**config.mk**
```make
export PLATFORM = sky130hd
export DESIGN_NAME = edge_event_logger
export DESIGN_NICKNAME = d
export VERILOG_FILES = /design/src/rtl/edge_event_logger.sv
export SDC_FILE = /design/constraint.sdc
export NUM_CORES = 1
export LEC_CHECK = 0
export CORE_ASPECT_RATIO = 0.5
export CORE_MARGIN = 10
export CORE_UTILIZATION = 55
export CTS_CLUSTER_DIAMETER = 80
export CTS_CLUSTER_SIZE = 20
export DETAILED_ROUTE_END_ITERATION = 8
export PLACE_DENSITY = 0.79
export SLEW_MARGIN = 20
export SYNTH_ARGS = -nofsm -noshare
export SYNTH_HDL_FRONTEND = slang
export SYNTH_SLANG_ARGS = --single-unit
export TNS_END_PERCENT = 30
```
**constraint.sdc**
```tcl
create_clock -name clk -period 4 [get_ports clk]
set_clock_uncertainty 0.15 [all_clocks]
set_input_delay 0.8 -clock clk [delete_from_list [all_inputs] [get_ports clk]]
set_output_delay 0.8 -clock clk [all_outputs]
set_load 0.05 [all_outputs]
```
**src/rtl/edge_event_logger.sv**
```systemverilog
// edge_event_logger
//   Watches two 2-bit buses and logs every cycle where {a,b} differs from the
//   previous cycle's value. Each logged event is {timestamp, a, b}. Events go
//   into a DEPTH-entry FIFO that a consumer drains with a valid/ready handshake.
//
// Parameters
//   DEPTH : FIFO entries (power of two, 2..64)
//   TS_W  : timestamp width; the counter wraps silently
//
// Ports
//   clk       : rising-edge clock for all state
//   rst_n     : asynchronous active-low reset
//   a, b      : observed buses, synchronous to clk
//   clr       : synchronous flush (empties FIFO, clears overflow, zeroes ts)
//   out_valid : head event available (level != 0)
//   out_ready : consumer accepts head event
//   out_data  : head event {ts, a, b}
//   level     : FIFO occupancy
//   overflow  : sticky, an event was dropped because the FIFO was full
//   drop_cnt  : saturating count of dropped events (EDGE_LOG_DROP_CNT_EN only)
//
// Build option
//   EDGE_LOG_DROP_CNT_EN : when defined, adds the drop_cnt output and counter.

module edge_event_logger #(
  parameter int DEPTH = 8,
  parameter int TS_W  = 16
) (
  input  logic                     clk,
  input  logic                     rst_n,
  input  logic [1:0]               a,
  input  logic [1:0]               b,
  input  logic                     clr,
  output logic                     out_valid,
  input  logic                     out_ready,
  output logic [TS_W+3:0]          out_data,
  output logic [$clog2(DEPTH):0]   level,
  output logic                     overflow
`ifdef EDGE_LOG_DROP_CNT_EN
  ,
  output logic [7:0]               drop_cnt
`endif
);

  localparam int AW = $clog2(DEPTH);
  localparam int LW = AW + 1;

  logic [TS_W-1:0] ts_q;
  logic [3:0]      prev_q;
  logic [AW-1:0]   wr_ptr_q, wr_ptr_d;
  logic [AW-1:0]   rd_ptr_q, rd_ptr_d;
  logic [LW-1:0]   level_q, level_d;
  logic            overflow_q, overflow_d;
  logic [TS_W+3:0] mem_q [DEPTH];

  logic [3:0] cur;
  logic       evt;
  logic       full;
  logic       empty;
  logic       pop;
  logic       push;
  logic       drop;

  assign cur   = {a, b};
  assign evt   = (cur != prev_q);
  assign full  = (level_q == LW'(DEPTH));
  assign empty = (level_q == '0);
  // clr wins over both push and pop.
  assign pop   = !empty && out_ready && !clr;
  // A same-edge pop frees a slot, so a full FIFO can still accept the event.
  assign push  = evt && !clr && (!full || pop);
  assign drop  = evt && !clr && full && !pop;

  always_comb begin
    wr_ptr_d   = wr_ptr_q;
    rd_ptr_d   = rd_ptr_q;
    level_d    = level_q;
    overflow_d = overflow_q;
    if (clr) begin
      wr_ptr_d   = '0;
      rd_ptr_d   = '0;
      level_d    = '0;
      overflow_d = 1'b0;
    end else begin
      if (push) wr_ptr_d = wr_ptr_q + AW'(1);
      if (pop)  rd_ptr_d = rd_ptr_q + AW'(1);
      if (push && !pop)      level_d = level_q + LW'(1);
      else if (pop && !push) level_d = level_q - LW'(1);
      if (drop) overflow_d = 1'b1;
    end
  end

  always_ff @(posedge clk or negedge rst_n) begin
    if (!rst_n) begin
      ts_q       <= '0;
      prev_q     <= '0;
      wr_ptr_q   <= '0;
      rd_ptr_q   <= '0;
      level_q    <= '0;
      overflow_q <= 1'b0;
    end else begin
      ts_q       <= clr ? '0 : ts_q + TS_W'(1);
      prev_q     <= cur;
      wr_ptr_q   <= wr_ptr_d;
      rd_ptr_q   <= rd_ptr_d;
      level_q    <= level_d;
      overflow_q <= overflow_d;
    end
  end

  // Storage needs no reset: an entry is only visible once level counts it.
  always_ff @(posedge clk) begin
    if (push) mem_q[wr_ptr_q] <= {ts_q, cur};
  end

`ifdef EDGE_LOG_DROP_CNT_EN
  logic [7:0] drop_cnt_q;

  always_ff @(posedge clk or negedge rst_n) begin
    if (!rst_n) begin
      drop_cnt_q <= '0;
    end else if (clr) begin
      drop_cnt_q <= '0;
    end else if (drop && (drop_cnt_q != 8'hFF)) begin
      drop_cnt_q <= drop_cnt_q + 8'd1;
    end
  end

  assign drop_cnt = drop_cnt_q;
`endif

  assign out_valid = !empty;
  // Forced to zero when empty so the output reads 0 under reset.
  assign out_data  = empty ? '0 : mem_q[rd_ptr_q];
  assign level     = level_q;
  assign overflow  = overflow_q;

endmodule

```
# Word level (Yosys, flattened, before mapping)
# Memory sizes are Yosys's and may differ from the RTL's.
# Index checks and enable logic that the tools add are counted.
op_classes:
  add_sub_neg: 5
  eq_ne: 2
  n_mux: 13
  n_reduce_logical: 19
op_table:
  columns: ["cell", "n"]
  rows:
  - ["$mux W20", 1]
  - ["$add A16 B1 Y16 const B", 1]
  - ["$mux W16", 1]
  - ["$mux W3", 4]
  - ["$mux W4", 3]
  - ["$logic_and A1 B1 Y1", 8]
  - ["$add A3 B1 Y3 const B", 2]
  - ["$reduce_bool A2 Y1", 3]
  - ["$logic_not A1 Y1", 5]
  - ["$add A4 B1 Y4 const B", 1]
  - ["$eq A4 B4 Y1 const B", 1]
  - ["$logic_not A4 Y1", 1]
  - ["$mux W1", 4]
  - ["$ne A4 B4 Y1", 1]
  - ["$sub A4 B1 Y4 const B", 1]
  - ["$reduce_bool A3 Y1", 1]
  - ["$logic_or A1 B1 Y1", 1]
totals:
  regBits: 31
  ramBits: 160
  in_bits: 8
  wordCells: 46
  n_memories: 1
memory_table:
  columns: ["memory", "words", "width", "read_ports", "rd_ports_with_merged_regs", "write_ports", "line", "source"]
  rows:
  - ["mem_q", 8, 20, 1, 0, 1, "54", "logic [TS_W+3:0] mem_q [DEPTH];"]

# Longest topological paths before layout
logic_depth:
  word_depth: 11
  depth_mapped: 9
  mapped_depth_nobuf: 9

# Least setup slack after synthesis
# Ideal clock, no wire load.
synth_path:
  path_type: "input to register"
  start: "input port b[1]"
  end: "memory mem_q[0][0] (netlist name), enable pin"
  arrival_ns: 3.519
  setup_slack_ns: -0.124
  cell_stages: 4
  cell_sequence: "xnor2_1 -> nand4_2 -> nand2_1 -> nor4b_1"
synth_via:
  elab_chain_cells: 5
synth_lines:
  columns: ["item", "line", "source"]
  rows:
  - ["from (decl)", "32", "input logic [1:0] b,"]
  - ["$ne A4 B4 Y1", "65", "assign evt = (cur != prev_q);"]
  - ["$logic_and A1 B1 Y1 (2 in series)", "71", "assign push = evt && !clr && (!full || pop);"]
  - ["$mux W1", "113", "if (push) mem_q[wr_ptr_q] <= {ts_q, cur};"]
  - ["$mux W1 (not written as such)", "113", null]
  - ["to (decl)", "54", null]
# Every way passes these cells.

# Worst setup path after layout
layout_path:
  start: "register rd_ptr_q[1]"
  end: "output port out_data[7]"
layout_via:
  elab_chain_cells: 2
layout_lines:
  columns: ["item", "line", "source"]
  rows:
  - ["from (decl)", "51", "logic [AW-1:0] rd_ptr_q, rd_ptr_d;"]
  - ["from (signal assigned)", "105", "rd_ptr_q <= rd_ptr_d;"]
  - ["$mem_v2 Z8 W20", null, null]
  - ["$mux W20", "134", "assign out_data = empty ? '0 : mem_q[rd_ptr_q];"]
  - ["to (decl)", "36", "output logic [TS_W+3:0] out_data,"]
# Every way passes these cells.

==> impl_metrics.toml <==
[status]
status = "finished clean"

[clock_network]
clock_path_buffers = 2
cts_setup_buffers = 0
root_buffer = "clkbuf_16"
cts.sinks = 191
numCtsBuffers = 17
postCtsHoldBufs = 0
cts_resized = 0
cts_max_level = 4
clk-insertion-delay-late_ns = 0.42
tritoncts = "done"
path_clk_slew_ns = 0.06

[routing]
wl_per_cell_um = 22.4
wirelength_um = 15300
drtIter0Drc = 369
drc = 0
via_per_inst = 5.98
firstDrtPassIters = 5
ant_nets = 0
vias = 4093

[final_layout]
layout.nets = 493
stdcell_count = 684
multi_input_area_um2 = 2100
seqCellArea_um2 = 5580
final_cell_area_um2 = 9050
num-fill-cells = 911
antenna_cells = 0
layout-drive-gt1-share_pct = 23.2
area_delta_synth_final_pct = 16.8

[yosys]
synth_top_family_by_area = "multiplexers"
async_flop_share_pct = 16.2
syn-num-nets = 441
synth_compound_area_share_pct = 1.63
synthCells = 427
synthSimpleGateAreaFrac_pct = 6.42
synth_flop_cell = "edfxtp_1"
synth.area.mux_share_pct = 15.3
ys_warn_count = 0
synth_edf_count = 160
ys_ff_latch = 191
synth-seq-area-share_pct = 72.0
synthAdderAreaFrac_pct = 1.07
syn_area_per_cell_um2 = 18.2
ys_types = 40
synth_xor_area_share_pct = 2.03
synth_area_um2 = 7750

[timing]
post-route-min-period_ns = 3.69
timing.final.hold_violations = 0
rsz0062_at_grt = "false"
slew_headroom_pct = 57.1
period_share_pct = 92.4
setup_tns_ns = 0
fmax_mhz = 271
final_max_slew_viol_count = 0
setup-violations-final = 0
worst_slew_pin_slew_ns = 0.644
fin_ws_ns = 0.306
hold-worst-slack_ns = 0.345

[floorplan]
die_w_um = 188
ios = 34
die_h_um = 104
rows = 30
dieArea_um2 = 19500
core_area_um2 = 13700
start_util_pct = 56.7

[critical_path]
startpoint_type = "flop"
crit_type = "reg2out"
path_max_fanout = 42
end_kind = "output pin"
required_ns = 3.05
worstPathArrival_ns = 2.74

[grt]
grt_pass1_wl_um = 24300
track_usage_pct = 16.2
grt_max_degree = 43
grt_pass1_vias = 4112
grt_remaining_overflow = 0
antenna_found_initial = 0

[placed_design]
gp_congestion = 0.766
placed_area_um2 = 8490
io_buffer_count = 33
dp_hpwl_um = 8940
dp.cells = 652
pre_cts_ws_ns = 0.504

[power_and_ir_drop]
power_density_nw_per_um2 = 669
irDropWorstVdd_mv = 0.341
power_leakage_nw = 3.07

[run]
cap_violations = 0

[min_path]
hold_path.class = "reg2reg"
-- metal layers --
metal	track usage (%)	vias up	share of wire, %	wire length (µm)
li1	-	1777	-	-
met1	22.2	2171	44	6820
met2	25.0	134	49	7470
met3	3.88	11	5.9	907
met4	4.94	0	0.99	152
met5	0	-	0	0
-- area by class of cell --
class | count | share of cell area (%)
Tap cell | 192 | 2.65
Sequential cell | 191 | 61.7
Inverter | 5 | 0.207
Timing Repair Buffer | 56 | 5.97
Clock buffer | 18 | 4.74
Clock inverter | 14 | 1.55
Multi-Input combinational cell | 208 | 23.2
-- cell usage after synthesis, drive strengths merged (3+ instances only) --
master	number	area share, %
edfxtp	160	62
nor2	45	2.2
mux4	40	12
dfrtp	31	10
mux2i	22	3.0
buf	12	0.74
clkbuf	11	0.53
xor2	11	1.2
nand2	10	0.48
nand4	10	0.89
nor3	9	0.58
xnor2	7	0.79
a21oi	6	0.39
nand3	6	0.39
ha	5	0.81
inv	5	0.24
mux2	4	0.73
nor2b	4	0.32
o21ai	4	0.26
and3	3	0.26
and4	3	0.34
or3	3	0.24
-- worst max-delay path: stages, from the launching register on --
cell and delay (ns):
dfrtp_2 0.34, buf_4 0.52, mux4_2 0.41, mux2i_1 0.25, nor2_1 0.08, clkdlybuf4s50_1 0.70
-- registers in the layout, summed over array words and instances, names as in the netlist --
name / count
rd_ptr_q: 3
prev_q: 4
wr_ptr_q: 3
level: 4
overflow: 1
mem_q: 160
ts_q: 16
-- cell usage in the layout (no fill, tap or decap), drive strengths merged, types with 8 or more instances in the layout --
cell type	count
buf	23
clkbuf	18
clkdlybuf4s50	33
dfrtp	31
edfxtp	160
inv	8
mux2i	22
mux4	40
nand2	10
nand4	10
nor2	45
nor3	9
xor2	11
-- through the flow --
step | util (%) | power, mW
final | 66.3 | 6.06
after global routing | 66.3 | 6.31
after CTS | 66.3 | 6.12
after detailed placement | 62.1 | 4.49
after global placement | 62.1 | 4.45
after floorplan | - | 3.85
-- logic make-up after synthesis --
logic type / after synthesis
compound gates: 17
xor+xnor: 18
fa+ha+maj: 6
buf+inv: 28
flops: 191
mux: 66
simple gates: 101
-- report_power, final --
group          internal (mW)  switching, mW  total, mW  leakage (nW)
clock                  0.919          0.717       1.64         0.272
combinational          0.807           1.23       2.03         0.906
sequential              2.30         0.0874       2.39          1.89
total                   4.03           2.03       6.06          3.07
-- path summary, 6_finish.rpt --
kind	from	endpoint	slack, ns	depth (start not counted)
max in group asynchronous	rst_n	rd_ptr_q[0]$_DFFE_PN0P_	2.72	2
min in group asynchronous	rst_n	ts_q[8]$_DFF_PN0_	0.64	2
worst min-delay path	overflow$_DFFE_PN0P_	overflow$_DFFE_PN0P_	0.35	2
worst max register to register	level[3]$_DFFE_PN0P_	level[3]$_DFFE_PN0P_	1.11	7
worst max-delay path	rd_ptr_q[1]$_DFFE_PN0P_	out_data[7]	0.31	5
worst min register to register	overflow$_DFFE_PN0P_	overflow$_DFFE_PN0P_	0.35	2
(Power assumes the default switching activity.)
